$ cat config.mk
export PLATFORM = sky130hd
export DESIGN_NAME = matrix_add_sub
export DESIGN_NICKNAME = d
export VERILOG_FILES = /design/src/rtl/matrix_add_sub_pkg.sv /design/src/rtl/matrix_add_sub_row_add_sub.sv /design/src/rtl/matrix_add_sub.sv
export SDC_FILE = /design/constraint.sdc
export NUM_CORES = 1
export LEC_CHECK = 0
export ABC_AREA = 1
export CAP_MARGIN = 10
export CORE_MARGIN = 5
export CORE_UTILIZATION = 45
export CTS_BUF_LIST = sky130_fd_sc_hd__clkbuf_8
export DETAILED_ROUTE_END_ITERATION = 6
export HOLD_SLACK_MARGIN = 0.05
export PLACE_DENSITY = 0.77
export SKIP_CTS_REPAIR_TIMING = 1
export SLEW_MARGIN = 20
export SYNTH_ARGS = -nofsm -noshare
export SYNTH_HDL_FRONTEND = slang
export SYNTH_SLANG_ARGS = --single-unit
export TNS_END_PERCENT = 10
$ cat constraint.sdc
create_clock -name clk -period 7.78 [get_ports clk]
set_clock_uncertainty 0.1 [all_clocks]
set_input_delay 2.334 -clock clk [delete_from_list [all_inputs] [get_ports clk]]
set_output_delay 2.334 -clock clk [all_outputs]
set_load 0.02 [all_outputs]
$ cat src/rtl/matrix_add_sub_pkg.sv
// -----------------------------------------------------------------------------
// matrix_add_sub_pkg
// Shared definitions for the matrix add/subtract block:
//   MAT_DIM  - matrix rows/cols
//   ELEM_W   - element width (two's complement)
//   BUS_W    - full operand/result bus width (MAT_DIM*MAT_DIM*ELEM_W = 256)
//   ROW_W    - width of one matrix row on the bus
//   state_t  - controller FSM state encoding
//   elemLsb  - bit position of element (r,c) on a bus
// -----------------------------------------------------------------------------
package matrix_add_sub_pkg;

   localparam int MAT_DIM = 4;
   localparam int ELEM_W  = 16;
   localparam int BUS_W   = MAT_DIM * MAT_DIM * ELEM_W;
   localparam int ROW_W   = MAT_DIM * ELEM_W;

   typedef enum logic [1:0] {
      IDLE    = 2'd0,
      COMPUTE = 2'd1,
      DONE    = 2'd2
   } state_t;

   // Element (r,c) lives at bits [elemLsb(r,c) +: w]; row r starts at elemLsb(r,0).
   function automatic int elemLsb(input int r, input int c, input int dim, input int w);
      return (r * dim + c) * w;
   endfunction

endpackage

$ cat src/rtl/matrix_add_sub_row_add_sub.sv
// -----------------------------------------------------------------------------
// row_add_sub
// Purely combinational LANES-wide add/subtract of one matrix row.
// Arithmetic wraps modulo 2^ELEM_W; a per-lane flag reports signed overflow.
// Ports:
//   aRow, bRow  in   LANES*ELEM_W  operand rows, lane l at [l*ELEM_W +: ELEM_W]
//   add1sub0    in   1             1 = aRow + bRow, 0 = aRow - bRow
//   resRow      out  LANES*ELEM_W  wrapped result row
//   laneOvf     out  LANES         signed overflow per lane
// -----------------------------------------------------------------------------
module row_add_sub #(
   parameter int LANES  = 4,
   parameter int ELEM_W = 16
) (
   input  logic [LANES*ELEM_W-1:0] aRow,
   input  logic [LANES*ELEM_W-1:0] bRow,
   input  logic                    add1sub0,
   output logic [LANES*ELEM_W-1:0] resRow,
   output logic [LANES-1:0]        laneOvf
);

   localparam int MSB = ELEM_W - 1;

   for (genvar l = 0; l < LANES; l++) begin : gLane
      logic [ELEM_W-1:0] a;
      logic [ELEM_W-1:0] b;
      logic [ELEM_W-1:0] r;

      assign a = aRow[l*ELEM_W +: ELEM_W];
      assign b = bRow[l*ELEM_W +: ELEM_W];
      assign r = add1sub0 ? (a + b) : (a - b);

      assign resRow[l*ELEM_W +: ELEM_W] = r;

      // Add overflows when both operands share a sign the result lacks.
      // Subtract overflows when operand signs differ and the result sign
      // differs from the minuend.
      assign laneOvf[l] = add1sub0
                        ? ((a[MSB] == b[MSB]) && (r[MSB] != a[MSB]))
                        : ((a[MSB] != b[MSB]) && (r[MSB] != a[MSB]));
   end

endmodule

$ cat src/rtl/matrix_add_sub.sv
// -----------------------------------------------------------------------------
// matrix_add_sub
// Element-wise add or subtract of two MAT_DIM x MAT_DIM matrices A and B.
// Operands are loaded over dataIn, then a start request walks the rows, one
// row per cycle, through a single shared row_add_sub datapath.
//
// Handshake (en/rw strobe, no ready): en is sampled on every rising edge.
// In IDLE, en=1 with rw=1 loads dataIn into A (matDecide=0) or B
// (matDecide=1); en=1 with rw=0 starts an operation using add1sub0
// (1 = A+B, 0 = A-B). Requests outside IDLE are dropped. Completion is
// signalled by a one-cycle fleg pulse; dataOut is valid from that cycle on.
//
// Ports:
//   clk        in   1      rising-edge clock
//   RESET      in   1      asynchronous active-low reset
//   dataIn     in   BUS    operand bus, element (r,c) at [(r*MAT_DIM+c)*ELEM_W +: ELEM_W]
//   en         in   1      request strobe
//   rw         in   1      1 = load operand, 0 = start operation
//   matDecide  in   1      load target: 0 = A, 1 = B
//   add1sub0   in   1      operation at start: 1 = add, 0 = subtract
//   dataOut    out  BUS    result matrix (same layout as dataIn)
//   fleg       out  1      one-cycle completion pulse
//   busy       out  1      operation in progress
//   ovf        out  1      sticky signed overflow of the last operation
//   dbgState   out  2      current FSM state, for observation only
// -----------------------------------------------------------------------------
module matrix_add_sub #(
   parameter int MAT_DIM = matrix_add_sub_pkg::MAT_DIM,
   parameter int ELEM_W  = matrix_add_sub_pkg::ELEM_W
) (
   input  logic                               clk,
   input  logic                               RESET,
   input  logic [MAT_DIM*MAT_DIM*ELEM_W-1:0]  dataIn,
   input  logic                               en,
   input  logic                               rw,
   input  logic                               matDecide,
   input  logic                               add1sub0,
   output logic [MAT_DIM*MAT_DIM*ELEM_W-1:0]  dataOut,
   output logic                               fleg,
   output logic                               busy,
   output logic                               ovf,
   output matrix_add_sub_pkg::state_t         dbgState
);

   import matrix_add_sub_pkg::*;

   localparam int BUS_WL = MAT_DIM * MAT_DIM * ELEM_W;
   localparam int ROW_WL = MAT_DIM * ELEM_W;
   localparam int CNT_W  = (MAT_DIM > 1) ? $clog2(MAT_DIM) : 1;
   localparam logic [CNT_W-1:0] LAST_ROW = CNT_W'(MAT_DIM - 1);

   state_t            state;
   logic [BUS_WL-1:0] matA;
   logic [BUS_WL-1:0] matB;
   logic [BUS_WL-1:0] result;
   logic [CNT_W-1:0]  rowCnt;
   logic              opAdd;     // operation captured at start, immune to later add1sub0 changes

   int                rowLsb;
   logic [ROW_WL-1:0] aRow;
   logic [ROW_WL-1:0] bRow;
   logic [ROW_WL-1:0] resRow;
   logic [MAT_DIM-1:0] laneOvf;

   // Row currently being processed, selected from both operand registers.
   assign rowLsb = elemLsb(int'(rowCnt), 0, MAT_DIM, ELEM_W);
   assign aRow   = matA[rowLsb +: ROW_WL];
   assign bRow   = matB[rowLsb +: ROW_WL];

   row_add_sub #(
      .LANES  (MAT_DIM),
      .ELEM_W (ELEM_W)
   ) uRowAddSub (
      .aRow     (aRow),
      .bRow     (bRow),
      .add1sub0 (opAdd),
      .resRow   (resRow),
      .laneOvf  (laneOvf)
   );

   always_ff @(posedge clk or negedge RESET) begin
      if (!RESET) begin
         state  <= IDLE;
         matA   <= '0;
         matB   <= '0;
         result <= '0;
         rowCnt <= '0;
         opAdd  <= 1'b0;
         fleg   <= 1'b0;
         busy   <= 1'b0;
         ovf    <= 1'b0;
      end else begin
         fleg <= 1'b0;
         case (state)
            IDLE: begin
               if (en) begin
                  if (rw) begin
                     if (matDecide) matB <= dataIn;
                     else           matA <= dataIn;
                  end else begin
                     opAdd  <= add1sub0;
                     ovf    <= 1'b0;
                     rowCnt <= '0;
                     busy   <= 1'b1;
                     state  <= COMPUTE;
                  end
               end
            end

            COMPUTE: begin
               // Rows land one at a time; dataOut therefore shows the previous
               // result until row 0 of the new one is written.
               result[rowLsb +: ROW_WL] <= resRow;
               if (|laneOvf) ovf <= 1'b1;
               if (rowCnt == LAST_ROW) begin
                  rowCnt <= '0;
                  busy   <= 1'b0;
                  fleg   <= 1'b1;
                  state  <= DONE;
               end else begin
                  rowCnt <= rowCnt + 1'b1;
               end
            end

            DONE: state <= IDLE;

            default: state <= IDLE;
         endcase
      end
   end

   assign dataOut  = result;
   assign dbgState = state;

endmodule

# After elaboration in Yosys (flattened, before gate mapping)
# Index checks and enable logic that the tools add are counted.
# word_totals
reg_bits	776
inputBits	262
wordCells	88
# op_classes
add_sub_neg	10
eq_ne	18
shifts	4
muxes	27
bitwise_logic	2
n_reduce_logical	18
# ops
cell	n
256-bit by 9-bit variable part select with 64-bit output	2
256-bit bitwise mux	1
64-bit by 33-bit variable shift with 256-bit output (first input constant)	1
64-bit by 33-bit variable part select with 256-bit output	1
16-bit adder	4
16-bit 2-to-1 mux	4
16-bit subtractor	4
8-bit negator with 33-bit output	1
4-bit AND reduction	4
1-bit 2-to-1 mux	12
2-bit 2-to-1 mux	6
3-bit AND reduction	3
1-bit logical AND	8
1-bit != test	8
2-bit != test (second input constant)	4
2-bit one-hot mux with 2 select lines	2
1-bit == test	4
1-bit one-hot mux with 2 select lines	2
4-bit OR reduction	1
2-bit by 1-bit adder with 2-bit output (second input constant)	1
2-bit by 1-bit == test with 1-bit output (second input constant)	1
2-bit == test (second input constant)	1
2-bit logical NOT	1
1-bit inverter	2
2-bit nonzero test	1

# Depth between registers and ports, before layout
# Gate-level depths: netlist of the first run.
# depth
depth_word	9
ltp_mapped	30
mapped_depth_nobuf	28

# Cells and area by module
# From an unflattened synthesis of the first run, not the netlist that was laid out.
# unflattened
hier_cells	4679
area_unflattened_um2	37901.4
# by_module_without_submodules
mod	n_inst	cells_per_inst	area_per_inst_um2
matrix_add_sub	1	3917	33248.1
row_add_sub	1	762	4653.2

# Least setup slack after synthesis of the first run
# Ideal clock, no wire load.
# synth_path
path_type	register -> register
startpoint	reg rowCnt[0]
endpoint	reg result[220], in the netlist dataOut[220]
arrival_ps	3815
required_time_ps	7547
slack_ps	3732
path_stages_with_launch	21
path_buffers	6
synth_period_minus_slack_ps	4048
cell_sequence	dfrtp_1 -> buf_6 -> buf_2 -> buf_2 -> clkbuf_1 -> buf_2 -> buf_1 -> nor2_1 -> o22ai_1 -> ha_1 -> inv_1 -> fa_1 -> o21ai_0 -> a21boi_0 -> o21ai_0 -> a31oi_1 -> o21ai_0 -> xor2_1 -> nor2_1 -> nand2_1 -> o21ai_0
# synth_via
elab_chain_cells	5
elab_cells_between_ends	18
cone_classes	add/sub (9); shift (4); mux (5)
# synth_rtl
element	line_no	text
start, declared	matrix_add_sub.sv:56	logic [CNT_W-1:0] rowCnt;
start signal, assigned	matrix_add_sub.sv:121	rowCnt <= rowCnt + 1'b1;
256-bit by 9-bit variable part select with 64-bit output (on tied branches)	matrix_add_sub.sv:67, matrix_add_sub.sv:68	
16-bit subtractor or 16-bit adder (tied branches)	matrix_add_sub_row_add_sub.sv:31	assign r = add1sub0 ? (a + b) : (a - b);
16-bit 2-to-1 mux	matrix_add_sub_row_add_sub.sv:31	
64-bit by 33-bit variable part select with 256-bit output	matrix_add_sub.sv:113	result[rowLsb +: ROW_WL] <= resRow;
256-bit bitwise mux *	matrix_add_sub.sv:113	
end signal, assigned by index	matrix_add_sub.sv:113	
end, declared	matrix_add_sub.sv:55	logic [BUS_WL-1:0] result;
# Every way passes the cells marked *; elsewhere a longest branch is shown, timed or not.
# A chain may end at the register's enable or synchronous reset.

# Final worst setup path of the first run
# layout_path
startpoint	reg rowCnt[0]
endpoint	reg result[205], in the netlist dataOut[205]
# The elaborated chain is that of the path after synthesis.

==> out/metrics.csv, run 1 <==
metric,value,unit
seq_area_frac_synth,52.7,%
track_usage,25.9,%
ant_nets,0,
cts.sinks,776,
ys_seq_elements,776,
synth_top_family_by_area,simple AND/OR/NAND/NOR gates,
fin_crit_sh,70.2,%
synth_compound_area_share,15.9,%
rsz0062_at_grt,no,
antenna_found_initial,16,
final-hold-violation-count,0,
drt-pass1-iter-count,6,
tightest_slew,1150,ps
max_freq,183,MHz
grt_pass1_vias,31100,
hold_class,reg -> reg,
instances_no_fill,6068,
clockBufferDepth,3,
io_buffers,522,
nets,5229,
vias,32400,
ys_warn_count,0,
critical_path.top_delay_family,compound AO/OA/AOI/OAI gates,
layout_common_cells,"nand2_1 (1286), o21ai_0 (859), dfrtp_1 (773), clkdlybuf4s50_1 (521), inv_1 (453)",
avgSynthCellArea,8.23,um2
core_area,81600,um2
final_common_cell,nand2_1,
status,"finished, final reports clean",
grt_max_degree,209,
crit_arrival,6020,ps
clock_latency,770,ps
drv_cap,0,
synthSimpleGateAreaFrac,18.6,%
synth.cell_area,36800,um2
cp_num_buf_inv,3,
synth.area.mux_share,0,%
cpPeakStageDelay,800,ps
die-height,296,um
crit_fanout,65,
place_congestion,0.872,
synth-xor-area-share,2.66,%
dp_hpwl,80200,um
num_rows,105,
drtIter0Drc,2876,
drive_gt1_share,5.17,%
dpl_cell_area,42700,um2
n_fill_cell,7314,
critPathLaunchType,flop,
worstSetupPathType,reg -> reg,
end_kind,flop,
clockRootBuffer,clkbuf_8,
fin_tns_setup,0,ps
cpMaxStageDelayCell,dfrtp_4,
setup_viol,0,
syn_nets,4812,
required,8330,ps
start_util,45.1,%
dpl.cell_count,5828,
die_area,87600,um2
post_drt_via_cell_ratio,5.34,
wl_per_cell,19.1,um
ys_types,43,
cts_tree,yes,
cts_buffers,133,
clk_pin_slew,60,ps
overflow,0,
timing.hold.ws,379,ps
cts_max_level,4,
cp_cell_sequence,buf_4 > buf_4 > nand2_1 > nand3_1 > nand2_1 > ha_1 > nor2_1 > xor2_1 > inv_1 > ha_1 > nand3_1 > nand3_1 > a21oi_1 > o21ai_0 > a21oi_1 > o21ai_0 > xor2_1 > nand2_1 > o31ai_1,
pin_count,523,
die_width,296,um
yosys.area_share.adder,2.60,%
drc,0,
min_period,5470,ps
wl,116000,um
relSlewSlack,23.5,%
final_max_slew_viol_count,0,
design_area,45400,um2
grt_pass1_wl,179000,um
syn-instance-count,4476,
area_delta_synth_final,23.3,%
layer usage:
| metal | routed length (um) | part of all wire, % | global-route usage (%) |
|---|---|---|---|
| met4 | 4110 | 3.5 | 10.0 |
| met3 | 10800 | 9.3 | 7.03 |
| met2 | 51600 | 44 | 39.0 |
| met1 | 49500 | 43 | 36.0 |
| met5 | 92 | 0.079 | 0 |
area by class of cell:
cell class,instances,area (um2),share of cell area [%]
Antenna cell,7,17.5,0.0386
Clock buffer,166,2280,5.03
Clock inverter,67,429,0.946
Inverter,418,1580,3.48
Multi-Input combinational cell,3008,14700,32.4
Sequential cell,776,19400,42.8
Tap cell,1070,1340,2.95
Timing Repair Buffer,556,5620,12.4
Yosys cell counts:
master       n  area share [%]
a21boi_0     4           0.082
a21o_1       5            0.10
a21oi_1     65            0.88
a22o_1      13            0.31
a31oi_1      9            0.15
a32oi_1      4           0.095
a41oi_1      1           0.024
and2_1       3           0.051
buf_1       17            0.17
buf_2       32            0.43
buf_4        5            0.10
buf_6       12            0.37
clkbuf_1   208             2.1
clkinv_1     1           0.010
dfrtp_1    776              53
fa_1         4            0.22
ha_1        70             2.4
inv_1      413             4.2
inv_2        2           0.020
inv_4        2           0.034
nand2_1   1289              13
nand2_2      6            0.10
nand3_1    207             2.8
nand3_2      4            0.11
nand3b_1     5            0.10
nand4_1      9            0.15
nor2_1     190             1.9
nor2_2       2           0.034
nor3_1      10            0.14
nor4_2       1           0.034
o211ai_1     4           0.082
o211ai_2     1           0.034
o21a_1       2           0.041
o21ai_0    859              12
o21ai_1      4           0.054
o21bai_1     1           0.020
o22ai_1     57            0.97
o31ai_1     68             1.4
or2_2        1           0.017
xnor2_1     39            0.93
xnor2_2      1           0.044
xor2_1      69             1.6
xor2_2       1           0.044
tightest hold or removal path: cells and delay by family, from the launching register on:
kind | cells | cell delay (ps)
AOI/OAI and AO/OA | 1 | 60
and+or+nand+nor | 1 | 50
DFF | 1 | 340
per-stage QoR:
| stage | setup WS (ps) | util [%] |
|---|---|---|
| 6_report | 2310 | 55.6 |
| 5_1_grt | 1890 | 55.6 |
| 4_1_cts | 2430 | 55.6 |
| 3_5_place_dp | 2490 | 52.3 |
| 3_3_place_gp | 2580 | 52.3 |
| 2_1_floorplan | 3730 | - |
kinds of logic (layout without fill, tap and decap cells):
family,after synthesis,count (layout)
AO/OA/AOI/OAI,1097,1097
XOR/XNOR,110,110
adder cells (fa/ha/maj),74,74
buffers and inverters,692,1207
flip-flops,776,776
other,0,7
AND/OR/NAND/NOR,1727,1727
sequential cells by signal, summed over array words and instances (netlist names):
| name | cells |
|---|---|
| opAdd | 1 |
| rowCnt | 2 |
| dataOut | 256 |
| ovf | 1 |
| matA | 256 |
| dbgState | 2 |
| busy | 1 |
| fleg | 1 |
| matB | 256 |
path summary, 6_finish.rpt:
check                      startpoint           end  slack [ps]  depth (start not counted)
max reg2reg                 rowCnt[0]  dataOut[205]        2310                         19
min                          matA[82]      matA[82]         380                          2
min reg2reg                  matA[82]      matA[82]         380                          2
max                         rowCnt[0]  dataOut[205]        2310                         19
min in group asynchronous       RESET  dataOut[136]        1490                          1
max in group asynchronous       RESET     matA[155]        4580                          2
Power of run 1 is not shown: default switching activity piles up to over one toggle a cycle in this logic, so the estimate is an artifact.
==> inputs of run 2 (changes only) <==
Clock period 7.78 ns to 5.15 ns, I/O delays scaled along.
==> out/metrics.csv, run 2 (synthesized netlist as in run 1, its figures left out) <==
metric,value,unit,change
design_area,45600,um2,+0.38%
grt_pass1_wl,180000,um,+0.88%
io_buffers,522,,unchanged
crit_fanout,73,,+12%
relSlewSlack,25.8,%,+2.3 points
cts_buffers,130,,-2.3%
min_period,4720,ps,-744 ps
vias,32800,,+1.2%
core_area,81600,um2,unchanged
hp-start,matA[123],,
track_usage,26.2,%,+0.31 points
required,5710,ps,-2620 ps
ant_nets,0,,unchanged
r2r_slack,430,ps,-1890 ps
pre_cts_ws,450,ps,-2040 ps
die_area,87600,um2,unchanged
drv_cap,0,,unchanged
overflow,0,,unchanged
multi_input_area,14700,um2,unchanged
fin_tns_setup,0,ps,unchanged
drt-pass1-iter-count,5,,-1
clk_pin_slew,60,ps,about the same
layout_common_cells,"nand2_1 (1286), o21ai_0 (859), dfrtp_1 (773), clkdlybuf4s50_1 (521), inv_1 (453)",,
die_width,296,um,unchanged
final_common_cell,nand2_1,,
nets,5254,,+0.48%
layout.area.seq,19400,um2,unchanged
drive_gt1_share,5.64,%,+0.47 points
area_delta_synth_final,23.7,%,
grt_pass1_vias,31700,,+2.0%
max_freq,212,MHz,+16%
tightest_slew,1110,ps,-36.8 ps
antenna_found_initial,14,,-2
cts_tree,yes,,
num_rows,105,,unchanged
final-hold-violation-count,0,,unchanged
rsz0062_at_grt,no,,
hold_class,reg -> reg,,
place_congestion,0.911,,+4.5%
start_util,45.1,%,unchanged
n_fill_cell,7294,,-0.27%
drc,0,,unchanged
die-height,296,um,unchanged
post_drt_via_cell_ratio,5.38,,+0.79%
setup_viol,0,,unchanged
clockRootBuffer,clkbuf_8,,
grt_max_degree,192,,-8.1%
cts_max_level,4,,unchanged
end_kind,flop,,
wl,117000,um,+1.0%
cts.sinks,776,,unchanged
crit_start,rowCnt[0],,
critPathLaunchType,flop,,
fin_crit_sh,91.7,%,+21 points
final_max_slew_viol_count,0,,unchanged
rr_startpoint,rowCnt[0],,
setup_ws,429,ps,-1890 ps
clockBufferDepth,3,,unchanged
dp_hpwl,82800,um,+3.2%
pin_count,523,,unchanged
dpl_cell_area,42900,um2,+0.70%
wl_per_cell,19.2,um,+0.62%
clock_latency,790,ps,+20 ps
worstSetupPathType,reg -> reg,,
crit_arrival,5280,ps,-740 ps
drtIter0Drc,2878,,+0.070%
fin_util,55.8,%,+0.21 points
status,"finished, final reports clean",,
## run 2: layout make-up
| class | instances | share of cell area (%) |
|---|---|---|
| well taps | 1070 | 2.94 |
| diodes | 5 | 0.0275 |
| flip-flops and latches | 776 | 42.6 |
| clock buffers | 153 | 4.62 |
| multi-input cells | 3008 | 32.2 |
| repair buffers | 584 | 13.0 |
| clock inverters | 77 | 1.07 |
| inverters | 418 | 3.47 |
## run 2: final timing paths
kind                                end  depth (start not counted)
max                                 ovf                         25
max reg2reg                         ovf                         25
min in group asynchronous  dataOut[136]                          1
min reg2reg                   matA[123]                          2
min                           matA[123]                          2
max in group asynchronous     matA[101]                          2
## run 2: worst max-delay path, cell delays in order, from the launching register on
cell and delay, ps:
dfrtp_4 540, inv_8 360, buf_4 450, nand2_1 100, nand3_1 90, nand2_1 140, nand4_1 120, nor2_1 60
nand2_1 90, inv_1 60, a31oi_1 190, xor2_1 170, inv_1 60, ha_1 340, inv_1 50, nor3_1 220
and2_1 160, nand2_1 60, nand2_1 130, inv_1 70, nand3_1 330, nand3b_1 120, nand3_1 130, nand2_1 140
o21ai_1 180, a21oi_1 80
## run 2: per-stage QoR
| step | cells | hold WS [ps] |
|---|---|---|
| after floorplan | 4476 | 348 |
| after global placement | 5856 | 361 |
| after detailed placement | 5856 | 368 |
| after CTS | 6086 | 383 |
| after global routing | 6089 | 394 |
| final | 6091 | 379 |
## run 2: routing by layer
layer	up-vias	part of all wire (%)	track usage (%)
li1	15400	-	-
met1	15700	43	36.8
met2	1390	45	40.3
met3	229	8.8	6.13
met4	14	3.2	9.31
met5	-	0.080	0
Power of run 2 is left out for the same reason.
